$ cat src/rtl/triangle_adc_capture_if.sv
// Bundle between the comparator bank / refresh timing and the capture block.
// The master side drives ramp, comp and hold; the slave side returns the published codes.
interface triangle_adc_capture_if #(
  parameter int unsigned CHANNELS = 2,
  parameter int unsigned WIDTH    = 7
);
  logic                      ramp;
  logic [CHANNELS-1:0]       comp;
  logic                      hold;
  logic [CHANNELS*WIDTH-1:0] out_value;
  logic [CHANNELS-1:0]       out_valid;
  logic                      frame_done;

  modport master (
    output ramp, comp, hold,
    input  out_value, out_valid, frame_done
  );

  modport slave (
    input  ramp, comp, hold,
    output out_value, out_valid, frame_done
  );
endinterface

$ cat src/rtl/triangle_adc_capture.sv
// Times each comparator's fall within the triangle's rising half, giving one
// WIDTH-bit code per channel per period, with outputs frozen while hold is high.
module triangle_adc_capture #(
  parameter int unsigned CHANNELS = 2,
  parameter int unsigned WIDTH    = 7,
  parameter int unsigned DIV      = 100,
  parameter int unsigned FILTER   = 2
) (
  input  logic                  clk,
  input  logic                  reset,
  triangle_adc_capture_if.slave bus
);

  localparam int unsigned PresW = (DIV > 1) ? $clog2(DIV) : 1;
  localparam int unsigned FiltW = $clog2(FILTER + 1);
  localparam logic [WIDTH-1:0] CodeMax  = '1;
  localparam logic [PresW-1:0] PresLast = PresW'(DIV - 1);
  localparam logic [FiltW-1:0] FiltDone = FiltW'(FILTER);

  typedef enum logic {StIdle, StRamp} state_e;

  state_e state_q, state_d;

  logic [2:0]          ramp_sync_q;
  logic [CHANNELS-1:0] comp_s1_q, comp_s2_q;
  // Edge detection stays blind until all three ramp flops hold real pin samples,
  // so a ramp already high at reset release is not mistaken for a rising edge.
  logic [2:0]          prime_q;
  logic                ramp_rise, ramp_fall, enter, leave;

  logic [PresW-1:0] pres_q, pres_d;
  logic [WIDTH-1:0] cnt_q, cnt_d;

  logic [CHANNELS-1:0]            armed_q, armed_d;
  logic [CHANNELS-1:0]            captured_q, captured_d;
  logic [CHANNELS-1:0][WIDTH-1:0] pend_q, pend_d;
  logic [CHANNELS-1:0][FiltW-1:0] filt_q, filt_d;

  logic                      stage_q;
  logic                      frame_done_q;
  logic [CHANNELS*WIDTH-1:0] staged_val_q, out_value_q;
  logic [CHANNELS-1:0]       staged_vld_q, out_valid_q;

  always_ff @(posedge clk or posedge reset) begin
    if (reset) begin
      ramp_sync_q <= '0;
      comp_s1_q   <= '0;
      comp_s2_q   <= '0;
      prime_q     <= '0;
    end else begin
      ramp_sync_q <= {ramp_sync_q[1:0], bus.ramp};
      comp_s1_q   <= bus.comp;
      comp_s2_q   <= comp_s1_q;
      prime_q     <= {prime_q[1:0], 1'b1};
    end
  end

  assign ramp_rise = prime_q[2] & ramp_sync_q[1] & ~ramp_sync_q[2];
  assign ramp_fall = prime_q[2] & ~ramp_sync_q[1] & ramp_sync_q[2];

  always_comb begin
    state_d = state_q;
    enter   = 1'b0;
    leave   = 1'b0;
    unique case (state_q)
      StIdle: begin
        if (ramp_rise) begin
          state_d = StRamp;
          enter   = 1'b1;
        end
      end
      StRamp: begin
        if (ramp_fall) begin
          state_d = StIdle;
          leave   = 1'b1;
        end
      end
      default: state_d = StIdle;
    endcase
  end

  always_comb begin
    pres_d = pres_q;
    cnt_d  = cnt_q;
    if (enter) begin
      pres_d = '0;
      cnt_d  = '0;
    end else if (state_q == StRamp) begin
      if (pres_q == PresLast) begin
        pres_d = '0;
        if (cnt_q != CodeMax) cnt_d = cnt_q + 1'b1;
      end else begin
        pres_d = pres_q + 1'b1;
      end
    end
  end

  // Pending latches the post-edge counter value so the code equals floor(t/DIV)
  // for a fall t cycles after the rise, and a saturating tick is seen on capture.
  always_comb begin
    armed_d    = armed_q;
    captured_d = captured_q;
    pend_d     = pend_q;
    filt_d     = filt_q;
    for (int i = 0; i < CHANNELS; i++) begin
      if (enter) begin
        armed_d[i]    = 1'b1;
        captured_d[i] = 1'b0;
        pend_d[i]     = '0;
        filt_d[i]     = '0;
      end else if (state_q == StRamp && armed_q[i]) begin
        if (!comp_s2_q[i]) begin
          if (filt_q[i] == '0) begin
            pend_d[i] = cnt_d;
            filt_d[i] = FiltW'(1);
          end else begin
            filt_d[i] = filt_q[i] + 1'b1;
          end
          if (filt_d[i] >= FiltDone) begin
            captured_d[i] = 1'b1;
            armed_d[i]    = 1'b0;
          end
        end else begin
          pend_d[i] = '0;
          filt_d[i] = '0;
        end
      end
    end
  end

  always_ff @(posedge clk or posedge reset) begin
    if (reset) begin
      state_q    <= StIdle;
      pres_q     <= '0;
      cnt_q      <= '0;
      armed_q    <= '0;
      captured_q <= '0;
      pend_q     <= '0;
      filt_q     <= '0;
    end else begin
      state_q    <= state_d;
      pres_q     <= pres_d;
      cnt_q      <= cnt_d;
      armed_q    <= armed_d;
      captured_q <= captured_d;
      pend_q     <= pend_d;
      filt_q     <= filt_d;
    end
  end

  // Staging runs one edge after the RAMP exit so a capture completing on the
  // exit edge itself is already reflected in captured_q.
  always_ff @(posedge clk or posedge reset) begin
    if (reset) begin
      stage_q      <= 1'b0;
      frame_done_q <= 1'b0;
      staged_val_q <= '0;
      staged_vld_q <= '0;
      out_value_q  <= '0;
      out_valid_q  <= '0;
    end else begin
      stage_q      <= leave;
      frame_done_q <= stage_q;
      if (stage_q) begin
        for (int i = 0; i < CHANNELS; i++) begin
          staged_val_q[i*WIDTH +: WIDTH] <= captured_q[i] ? pend_q[i] : CodeMax;
          staged_vld_q[i]                <= captured_q[i];
        end
      end
      if (!bus.hold) begin
        out_value_q <= staged_val_q;
        out_valid_q <= staged_vld_q;
      end
    end
  end

  assign bus.out_value  = out_value_q;
  assign bus.out_valid  = out_valid_q;
  assign bus.frame_done = frame_done_q;

endmodule

$ cat src/flat_wrapper.sv
// flat-port wrapper written by rule: the top's interface ports become plain ports
module triangle_adc_capture_flat 
#(
  parameter int unsigned CHANNELS = 2,
  parameter int unsigned WIDTH    = 7,
  parameter int unsigned DIV      = 100,
  parameter int unsigned FILTER   = 2
)
  (clk, reset, bus_ramp, bus_comp, bus_hold, bus_out_value, bus_out_valid, bus_frame_done);
  triangle_adc_capture_if #(.CHANNELS(CHANNELS), .WIDTH(WIDTH)) bus_i ();
  input  logic clk;
  input  logic reset;
  input wire logic [$bits(bus_i.ramp)-1:0] bus_ramp;
  input wire logic [$bits(bus_i.comp)-1:0] bus_comp;
  input wire logic [$bits(bus_i.hold)-1:0] bus_hold;
  output wire logic [$bits(bus_i.out_value)-1:0] bus_out_value;
  output wire logic [$bits(bus_i.out_valid)-1:0] bus_out_valid;
  output wire logic [$bits(bus_i.frame_done)-1:0] bus_frame_done;
  assign bus_i.ramp = bus_ramp;
  assign bus_i.comp = bus_comp;
  assign bus_i.hold = bus_hold;
  assign bus_out_value = bus_i.out_value;
  assign bus_out_valid = bus_i.out_valid;
  assign bus_frame_done = bus_i.frame_done;
  triangle_adc_capture #(.CHANNELS(CHANNELS), .WIDTH(WIDTH), .DIV(DIV), .FILTER(FILTER)) u_core (.clk(clk), .reset(reset), .bus(bus_i));
endmodule
$ cat config.mk
export PLATFORM = sky130hd
export DESIGN_NAME = triangle_adc_capture_flat
export DESIGN_NICKNAME = d
export VERILOG_FILES = /design/src/rtl/triangle_adc_capture_if.sv /design/src/rtl/triangle_adc_capture.sv /design/src/flat_wrapper.sv
export SDC_FILE = /design/constraint.sdc
export NUM_CORES = 1
export LEC_CHECK = 0
export ABC_AREA = 1
export CAP_MARGIN = 20
export CORE_ASPECT_RATIO = 1.5
export CORE_MARGIN = 2
export CORE_UTILIZATION = 45
export DETAILED_ROUTE_END_ITERATION = 16
export SLEW_MARGIN = 10
export SYNTH_ARGS = -nofsm -noshare
export SYNTH_HDL_FRONTEND = slang
export SYNTH_SLANG_ARGS = --single-unit
$ cat constraint.sdc
create_clock -name clk -period 3.77 [get_ports clk]
set_input_delay 0.9425 -clock clk [delete_from_list [all_inputs] [get_ports clk]]
set_output_delay 0.9425 -clock clk [all_outputs]
set_load 0.02 [all_outputs]
==> run metrics <==
Yosys reg bits 81; total track usage between 15 and 20%; clk_lat worst skew 360 ps; synthesized area per cell a little under 10 µm²; DR pass1 iterations 4; gpl congestion between 0.7 and 0.8; Hold Vio Cnt, Final 0; largest net degree at the start of global routing 42; Core Region between 7000 and 8000 µm²; Site Rows 38; FILL cells 717; max_cap viols 0; remaining global-route overflow 0; fraction of layout cells with a size suffix above 1 10.6%; Worst R2R End u_core.pend_q[2]$_DFFE_PP0P_; worst-path cell chain clkdlybuf4s50_1; area of the multi-input gates 1070 µm²; PwrDens 674 nW/µm²; Detail Route Antenna Nets 0; wire per inst 12.3 µm; min-delay worst type flop to flop; status complete, no violations; vias per cell roughly 4.8; Mapped Area between 3000 and 4000 µm²; total clock buffers created by CTS 9; Post-CTS Setup Inserts 0; Hold Startpoint u_core.prime_q[0]$_DFF_PP0_; post-synthesis sequential area ratio 60.7%; Worst setup SP type flop; CP arrival between 1000 and 1500 ps; number of H-tree levels 3; leakage power 0.00190 µW; Register Area 2030 µm²; Finished Layout Cells 479; Post-Syn Instances 347; Iteration-0 DRC Markers between 100 and 150; Nets 384; Initial Utilization between 40% and 50%; post-synthesis cell type count 31; CTS root buf clkbuf_8; Final Cycle Share 59.8%; Top delay family on crit path buffers and inverters; Final Skew approximately 11 ps; setup tns final 0 ps; Syn Nets 357; WHS Path Cells 0; r2r setup slk 1870 ps; min cycle time layout 2250 ps; Setup Crit Path Kind flop to output pin; CP endpoint kind output pin; diode count 0; Slew @ Worst Pin 901 ps; CTS resizes 0; PnR worst setup slack roughly 1500 ps; RSZ-0062 raised after global routing no; Yosys top cell area share 60.7%; placed wire-length estimate 4.20 mm; Top Ports 23; routed wire length approximately 5.9 mm; Post-route DRC 0; Port Buffers 22; worst-case reg-to-reg path depth 9; largest cells by area after synthesis dfrtp_1 61%, nand2_1 9.0%, inv_1 5.6%; pre-CTS setup slack 1350 ps; clk sink count 81; vias in the first global route 2362; Required @ worst endpoint 2830 ps; Die Width about 74 µm; Worst path slowest cell clkdlybuf4s50_1; CTS tree done; r2r startpoint u_core.state_q$_DFF_PP0_; Final Max Slew Viols 0; Peak Freq 0.444 GHz; Hold Path Sink u_core.prime_q[1]$_DFF_PP0_; Peak VDD IR ~0.37 mV; yosys warns 0; final setup vio count 0; placed cells ~460; Max-slew headroom 39.8%; die height 109 µm; vias post-DR 2289; largest area contributor in the netlist dfrtp_1; CP max stage delay 600 ps; CTS Hold Bufs 0; Die ar. 8130 µm²; Layout Area Growth over Synthesis 16.2%; first-pass GRT wire length approximately 11 mm; Clock Path Buffers 2; critical path peak fanout 2; clock slew at reported path FFs 80 ps; antenna violations before repair 0; Buf/Inv on CP 1
==> stage by stage <==
stage               area, µm²  total power [µW]  hold slack, ps  utilization [%]
floorplan                3340              1710             331                -
global route             3880              2810             360             53.7
global placement         3670              1940             332             50.7
CTS                      3880              2650             351             53.7
detailed placement       3670              1970             335             50.7
finish                   3880              2610             349             53.7
==> routing by layer <==
metal  part of all wire, %  global-route usage (%)
met1                    43                    20.1
met2                    51                    29.3
met3                   2.8                    3.12
met4                   3.3                    11.4
met5                     0                       0
==> layout make-up <==
class	instances	area share (%)
Clock buffer	11	3.39
Clock inverter	5	2.06
Inverter	55	5.35
Multi-Input combinational cell	204	27.5
Sequential cell	81	52.3
Tap cell	100	3.23
Timing Repair Buffer	23	6.19
==> cells by family (layout without fill, tap and decap cells) <==
logic type,after synthesis,in the layout,synth area share [%]
buf+inv,62,94,7.27
other cells,1,1,0.112
fa+ha+maj,4,4,1.50
compound gates,56,56,9.79
flops,81,81,60.7
simple gates,138,138,19.3
xor+xnor,5,5,1.31
==> sequential cells by signal (all words and copies together) (netlist names), 3 cells and up <==
name                  flops
u_core.bus.out_value     14
u_core.cnt_q              7
u_core.filt_q             4
u_core.pend_q            14
u_core.pres_q             7
u_core.prime_q            3
u_core.ramp_sync_q        3
u_core.staged_val_q      14
==> placed cells by master (no fill, tap or decap) <==
cell	count
clkbuf_1	2
nor3_1	2
or2_2	2
nor2_1	18
conb_1	1
nand3_2	5
nor2_2	2
o22ai_1	8
buf_12	1
inv_2	4
xnor2_1	2
o31ai_1	1
inv_1	49
nand3_1	13
clkinv_2	2
xor2_1	3
nand4_4	1
a22o_1	1
o32ai_1	2
o21ai_2	2
nand2_2	6
o21ai_1	4
nand4_1	7
clkinvlp_4	2
clkdlybuf4s50_1	22
clkbuf_8	9
dfrtp_1	81
nand2_1	80
bufinv_16	2
a21oi_1	9
ha_1	4
clkinv_1	1
o21ai_0	23
a22oi_1	6
nor2_4	2
==> worst max-delay path by stage <==
stage	from	end	slack, ps	cells after the start
floorplan	reset	u_core.armed_q[0]$_DFFE_PP0P_	750	1
global placement	bus_hold	u_core.bus.out_valid[0]$_DFFE_PP0N_	1430	2
detailed placement	bus_hold	u_core.bus.out_value[10]$_DFFE_PP0N_	1350	2
CTS	u_core.bus.out_valid[0]$_DFFE_PP0N_	bus_out_valid[0]	1480	1
global route	u_core.bus.out_value[10]$_DFFE_PP0N_	bus_out_value[10]	1450	1
finish	u_core.bus.out_valid[0]$_DFFE_PP0N_	bus_out_valid[0]	1520	1
==> cell usage after synthesis (all sizes together) <==
cell    number
a22oi        6
nand3       18
nand4        8
ha           4
nand2       86
a22o         1
xor2         3
xnor2        2
clkbuf       4
nor2        22
o32ai        2
conb         1
inv         54
nor3         2
clkinv       1
o21ai       29
o31ai        1
a21oi        9
buf          3
o22ai        8
or2          2
dfrtp       81
==> where the power goes <==
group / leakage [µW] / internal, µW / switching [µW]
combinational: 0.000811 / 291 / 412
clock: 0.0000995 / 372 / 303
sequential: 0.000990 / 1100 / 133
No activity file was read; power rests on OpenSTA's default activity.
